[config.mk]
export PLATFORM = sky130hd
export DESIGN_NAME = clk_div_ctrl_flat
export DESIGN_NICKNAME = d
export VERILOG_FILES = /design/src/rtl/clk_div_ctrl_if.sv /design/src/rtl/clk_div_ctrl.sv /design/src/flat_wrapper.sv
export SDC_FILE = /design/constraint.sdc
export NUM_CORES = 1
export LEC_CHECK = 0
export BUFFER_PORTS_ARGS = -buffer_cell sky130_fd_sc_hd__clkbuf_2
export CAP_MARGIN = 20
export CORE_MARGIN = 2
export CORE_UTILIZATION = 40
export CTS_CLUSTER_SIZE = 24
export DETAILED_ROUTE_END_ITERATION = 12
export PLACE_DENSITY = 0.68
export SYNTH_ARGS = -nofsm -noshare
export SYNTH_HDL_FRONTEND = slang
export SYNTH_SLANG_ARGS = --single-unit
[constraint.sdc]
create_clock -name clk_in -period 3.3 [get_ports clk_in]
set_input_delay 0.33 -clock clk_in [delete_from_list [all_inputs] [get_ports clk_in]]
set_output_delay 0.33 -clock clk_in [all_outputs]
set_load 0.01 [all_outputs]
[src/rtl/clk_div_ctrl_if.sv]
// Configuration handshake bundle for clk_div_ctrl.
//   cfg_div   : requested half-period in clk_in cycles (0 is treated as 1)
//   cfg_valid : cfg_div is valid this cycle
//   cfg_ready : controller can accept a config this cycle
// master = configuration source, slave = clk_div_ctrl.
interface clk_div_ctrl_if #(
  parameter int unsigned CNT_W = 16
) ();

  logic [CNT_W-1:0] cfg_div;
  logic             cfg_valid;
  logic             cfg_ready;

  modport master (
    output cfg_div,
    output cfg_valid,
    input  cfg_ready
  );

  modport slave (
    input  cfg_div,
    input  cfg_valid,
    output cfg_ready
  );

endinterface

[src/rtl/clk_div_ctrl.sv]
// Programmable clock-divider controller. It produces a square wave div_clk_out
// and a one-cycle tick_out strobe on each rising edge. Ratio changes and stops
// take effect only at full-period (falling-edge) boundaries, so the output
// never glitches and never emits a runt pulse.
// Ports:
//   clk_in      : system clock, rising edge
//   rst_in      : synchronous active-low reset
//   run         : level request for the divided clock to run
//   cfg         : config handshake (cfg_div / cfg_valid / cfg_ready)
//   div_clk_out : divided clock, period = 2 x active_div
//   tick_out    : one-cycle pulse coinciding with the rising div_clk_out
//   running     : high while the controller is not idle
//   active_div  : half-period currently in effect
module clk_div_ctrl #(
  parameter int unsigned CNT_W       = 16,
  parameter int unsigned DEFAULT_DIV = 2
) (
  input  logic             clk_in,
  input  logic             rst_in,
  input  logic             run,
  clk_div_ctrl_if.slave    cfg,
  output logic             div_clk_out,
  output logic             tick_out,
  output logic             running,
  output logic [CNT_W-1:0] active_div
);

  typedef enum logic [1:0] {
    S_IDLE,
    S_RUN,
    S_PEND,
    S_STOP
  } state_t;

  state_t           state;
  logic [CNT_W-1:0] cnt;
  logic [CNT_W-1:0] shadow_div;
  logic [CNT_W-1:0] cfg_val;
  logic [CNT_W-1:0] nxt_shadow;
  logic             ready;
  logic             cfg_fire;
  logic             term;
  logic             fall;

  // Handshake and boundary decode
  assign ready         = (state != S_PEND);
  assign cfg.cfg_ready = ready;
  assign running       = (state != S_IDLE);
  assign cfg_fire      = cfg.cfg_valid && ready;
  assign cfg_val       = (cfg.cfg_div == '0) ? CNT_W'(1) : cfg.cfg_div;
  // active_div is never 0, so this subtraction cannot wrap
  assign term          = (cnt == active_div - CNT_W'(1));
  assign fall          = term && div_clk_out;
  // Shadow value including a config landing on this very edge
  assign nxt_shadow    = cfg_fire ? cfg_val : shadow_div;

  // State, counter and output registers
  always_ff @(posedge clk_in) begin
    if (!rst_in) begin
      state       <= S_IDLE;
      cnt         <= '0;
      div_clk_out <= 1'b0;
      tick_out    <= 1'b0;
      active_div  <= CNT_W'(DEFAULT_DIV);
      shadow_div  <= CNT_W'(DEFAULT_DIV);
    end else begin
      tick_out <= 1'b0;
      if (state == S_IDLE) begin
        cnt         <= '0;
        div_clk_out <= 1'b0;
        // Keep shadow tracking active so a later stop never applies a stale value
        if (cfg_fire) begin
          active_div <= cfg_val;
          shadow_div <= cfg_val;
        end else begin
          shadow_div <= active_div;
        end
        if (run) begin
          state <= S_RUN;
        end
      end else begin
        // Half-period counter shared by RUN, PEND and STOP
        if (term) begin
          cnt         <= '0;
          div_clk_out <= ~div_clk_out;
          tick_out    <= ~div_clk_out;
        end else begin
          cnt <= cnt + CNT_W'(1);
        end

        if (cfg_fire) begin
          shadow_div <= cfg_val;
        end

        if (state == S_RUN) begin
          if (!run) begin
            state <= S_STOP;
          end else if (cfg_fire) begin
            state <= S_PEND;
          end
        end else if (state == S_PEND) begin
          if (fall) begin
            active_div <= shadow_div;
            state      <= run ? S_RUN : S_IDLE;
          end
        end else begin
          // STOP: terminate at the falling boundary unless run came back
          if (fall) begin
            active_div <= nxt_shadow;
            shadow_div <= nxt_shadow;
            state      <= run ? S_RUN : S_IDLE;
          end else if (run) begin
            state <= (nxt_shadow != active_div) ? S_PEND : S_RUN;
          end
        end
      end
    end
  end

endmodule

[src/flat_wrapper.sv]
// flat-port wrapper written by rule: the top's interface ports become plain ports
module clk_div_ctrl_flat 
#(
  parameter int unsigned CNT_W       = 16,
  parameter int unsigned DEFAULT_DIV = 2
)
  (clk_in, rst_in, run, div_clk_out, tick_out, running, active_div, cfg_cfg_div, cfg_cfg_valid, cfg_cfg_ready);
  clk_div_ctrl_if #(.CNT_W(CNT_W)) cfg_i ();
  input  logic clk_in;
  input  logic rst_in;
  input  logic run;
  output logic div_clk_out;
  output logic tick_out;
  output logic running;
  output logic [CNT_W-1:0] active_div;
  input wire logic [$bits(cfg_i.cfg_div)-1:0] cfg_cfg_div;
  input wire logic [$bits(cfg_i.cfg_valid)-1:0] cfg_cfg_valid;
  output wire logic [$bits(cfg_i.cfg_ready)-1:0] cfg_cfg_ready;
  assign cfg_i.cfg_div = cfg_cfg_div;
  assign cfg_i.cfg_valid = cfg_cfg_valid;
  assign cfg_cfg_ready = cfg_i.cfg_ready;
  clk_div_ctrl #(.CNT_W(CNT_W), .DEFAULT_DIV(DEFAULT_DIV)) u_core (.clk_in(clk_in), .rst_in(rst_in), .run(run), .cfg(cfg_i), .div_clk_out(div_clk_out), .tick_out(tick_out), .running(running), .active_div(active_div));
endmodule
After elaboration in Yosys (flattened, before gate mapping) --
Index checks and enable logic that the tools add are counted.
Word-level totals: register bits 52, output and inout port bits 20
Cells by class: add/sub/neg operators 2, equal/unequal tests 9, muxes and demuxes 20, bitwise gates (word level) 3, reduce and logical (&&, ||, !) cells 12
Operator list (number):
- 16-bit 2-to-1 mux | 9
- 2-bit 2-to-1 mux | 10
- 16-bit by 1-bit adder with 16-bit output (second input constant) | 1
- 16-bit equality test | 1
- 16-bit logical NOT | 1
- 16-bit inequality test | 1
- 16-bit by 1-bit subtractor with 16-bit output (second input constant) | 1
- 3-bit OR reduction | 2
- 2-bit inequality test (second input constant) | 2
- 4-bit by 1-bit inequality test with 1-bit output (second input constant) | 1
- 4-bit by 2-bit inequality test with 1-bit output (second input constant) | 1
- 4-bit AND reduction | 1
- 2-bit nonzero test | 2
- 4-bit nonzero test | 1
- 1-bit inverter | 3
- 2-bit by 1-bit equality test with 1-bit output (second input constant) | 1
- 2-bit equality test (second input constant) | 1
- 1-bit logical AND | 2
- 2-bit logical NOT | 1
- 2-bit by 1-bit inequality test with 1-bit output (second input constant) | 1
- 2-bit AND reduction | 1
- 2-bit OR reduction | 1
- 1-bit 2-to-1 mux | 1

Depth between registers and ports, before layout --
depth in word-level cells 10, depth in mapped cells 13, gate-level depth less buffers 9

Worst setup path after synthesis --
OpenSTA, ideal clock, no wires.
path type reg2reg, from reg u_core.active_div[0], to reg u_core.active_div[13], library setup time 121 ps, arrival 3165 ps, required time 3179 ps, slack 14 ps, stages on the path, launching flop included 13, buffers on the path 3, cell sequence dfxtp_1 -> buf_2 -> inv_1 -> ha_1 -> buf_2 -> or4b_4 -> nor4_1 -> xor2_1 -> a311o_1 -> or4b_1 -> clkbuf_2 -> o21ai_4 -> mux2_2
On the way: word-level cells in the longest chain between the ends 5
RTL lines:
- from (decl) | line clk_div_ctrl.sv:25 | output logic [CNT_W-1:0] active_div
- from (signal assigned) | line clk_div_ctrl.sv:64 | active_div <= CNT_W'(DEFAULT_DIV);
- from (signal assigned) | line clk_div_ctrl.sv:73 | active_div <= cfg_val;
- from (signal assigned) | line clk_div_ctrl.sv:103 | active_div <= shadow_div;
- 16-bit by 1-bit subtractor with 16-bit output | line clk_div_ctrl.sv:52 | assign term = (cnt == active_div - CNT_W'(1));
- 16-bit equality test | line clk_div_ctrl.sv:52
- 1-bit logical AND | line clk_div_ctrl.sv:53 | assign fall = term && div_clk_out;
- 2-bit nonzero test (no line)
- 2-bit AND reduction (no line)
Every way passes these cells. A chain may end at the register's enable or synchronous reset.

Worst setup path in the final report --
from reg u_core.active_div[1], to reg u_core.active_div[13]
The elaborated chain is that of the path after synthesis.

==> impl_metrics.yaml <==
critical_path:
  cp.required_ns: 3.50
  worst_setup_path_end_kind: "register"
  critPathKind: "register to register"
  reg2reg_slack_ns: 0.16
  cp_max_fo: 6
  worstSetupStartpointType: "register"
  cp.arrival_ns: 3.34
global_routing:
  use_met3: 0.02878
  grt_max_degree: 35
  top_usage_layer: "met2"
  grt_pass1_vias: 3235
  grt_pass1_wl_um: 15750
  antenna_found_initial: 0
  groute.layer.met1.usage: 0.2667
  use_met2: 0.3344
  overflow: 0
  gr-usage-all-layers: 0.2029
sta:
  whs_ns: 0.3465
  setup_tns_ns: 0
  period_share: 0.9503
  finalMaxSlewViolations: 0
  hold_viol: 0
  tightest_slew_ns: 0.6885
  setup_viol: 0
  rsz0062_at_grt: "no"
  clock-skew-final_ns: 0.01147
  fin_crit_ns: 3.136
  slew_headroom: 0.5410
  max_freq_mhz: 318.9
cells_and_area:
  drive_gt1_frac: 0.2008
  final_cell_mix: "dfxtp_1 (52), nor2_1 (48), nand2_1 (40)"
  n_antenna_cell: 0
  area_growth_pct: 15.20
  fin_cells: 588
  nNetsFinal: 504
  final_common_cell: "dfxtp_1"
drt:
  routed_wl_um: 9771
  drc: 0
  viasPerCell: 5.769
  wl_per_cell_um: 16.62
  antenna_left: 0
  initialDrtViolationCount: 219
  drtPass1Iterations: 5
  num_vias: 3392
hold_path:
  hold_class: "input port to register"
floorplanning:
  io_pins: 40
  dieArea_sq_um: 9445
  die-height_um: 97.19
  core_area_sq_um: 8299
  die_w_um: 97.19
  start_util: 0.4185
  core.rowCount: 33
logic_synthesis:
  avgSynthCellArea_sq_um: 7.948
  synth_top_flop_cell: "dfxtp_1"
  synthCells: 437
  async_flop_share: 0
  syn_nets: 459
  ys_warn_count: 0
  synth_area_sq_um: 3473
  synth-seq-cells: 52
  synth.distinct_cells: 64
  synth_edf_count: 0
  seq_area_frac_synth: 0.2997
power:
  p_per_area_nw_per_um2: 516.0
  leakage_nw: 1.760
  max-vdd-ir-drop_v: 0.0002112
clock_tree:
  cts_tree: "done"
  path_clk_slew_ns: 0.11
  clock-sinks: 52
  htree_num_levels: 2
  cts_buffers: 5
  cts_buffer_depth: 2
  clk_latency_ns: 0.31
  cts_root_buffer: "clkbuf_8"
placed_design:
  place_inst: 577
  dpl.hpwl_um: 7428
  place_congestion: 0.9181
  portBuffers: 39
flow_run:
  cap_violations: 0
status:
  status: "completed"
logic make-up after synthesis:
family          count (synthesis)  synth area share
mux                            32           0.09546
xor+xnor                       43            0.1084
buf+inv                        56           0.06844
flops                          52            0.2997
fa+ha+maj                       2          0.007203
simple gates                  162            0.2309
compound gates                 90            0.1898
cell usage after synthesis, types with 8 or more instances:
cell      count  area, sq um
dfxtp_1      52         1041
nor2_1       48        180.2
nand2_1      40        150.1
xor2_1       26        227.7
inv_1        24        90.09
mux2i_1      23        230.2
clkbuf_1     19        71.32
a21oi_1      18        90.09
o21ai_0      18        90.09
xnor2_1      17        148.9
nor3_1       12        60.06
nor4_1       11        68.82
nand3_1       9        45.04
mux2_2        8        90.09
nor2b_1       8        50.05
state kept, by name, indices dropped and copies added (netlist names):
| signal | flops |
|---|---|
| u_core.tick_out | 1 |
| u_core.div_clk_out | 1 |
| u_core.shadow_div | 16 |
| u_core.active_div | 16 |
| u_core.cnt | 16 |
| u_core.state | 2 |
where the power goes:
group | switching, W | internal, W
logic | 0.000517 | 0.000404
registers | 0.0000669 | 0.000699
clock network | 0.000227 | 0.000152
layer usage:
metal / up-vias / part of all wire
li1: 1630 / -
met1: 1605 / 0.45
met2: 133 / 0.47
met3: 24 / 0.058
met4: 0 / 0.029
met5: - / 0
path summary, 6_finish.rpt:
| kind | startpoint | to | cells past startpoint |
|---|---|---|---|
| max | u_core.active_div[1]$_SDFFE_PN1P_ | u_core.active_div[13]$_SDFFE_PN0P_ | 10 |
| min | run | u_core.state[1]$_SDFFE_PN0P_ | 3 |
| max reg2reg | u_core.active_div[1]$_SDFFE_PN1P_ | u_core.active_div[13]$_SDFFE_PN0P_ | 10 |
| min reg2reg | u_core.cnt[0]$_SDFF_PP0_ | u_core.cnt[0]$_SDFF_PP0_ | 1 |
metrics by stage:
step	util	total power [W]	instance area (sq um)	setup slack, ns
global placement	0.4665	0.001640	3871	0.1150
global route	0.4821	0.002189	4001	0.04650
floorplan	-	0.001374	3473	0.01391
detailed placement	0.4665	0.001664	3871	-0.01665
finish	0.4821	0.002065	4001	0.1639
CTS	0.4799	0.002050	3983	0.04143
cell type report:
type                       count  area, sq um
multi-input combinational    329         2213
fill                         824         4298
timing repair buffer          69        432.9
tap                          105        131.4
clock inverter                 2        16.27
inverter                      25        93.84
clock buffer                   6        72.57
sequential                    52         1041
critical path, stage by stage, from the launching register on:
cell	delay (ns)
dfxtp_1	0.32
inv_1	0.14
ha_4	0.19
or4b_4	0.51
nor4_2	0.28
xor2_1	0.18
a311o_1	0.20
or4b_1	0.51
o21ai_4	0.18
buf_4	0.18
mux2_2	0.34
what timing repair did:
action	in CTS	in global routing
setup buffers	3	0
gates resized for setup	0	3
hold buffers	0	0
setup endpoints to repair	13	31
pin swaps	1	0
Note: power is estimated with default switching activity, not from simulation.
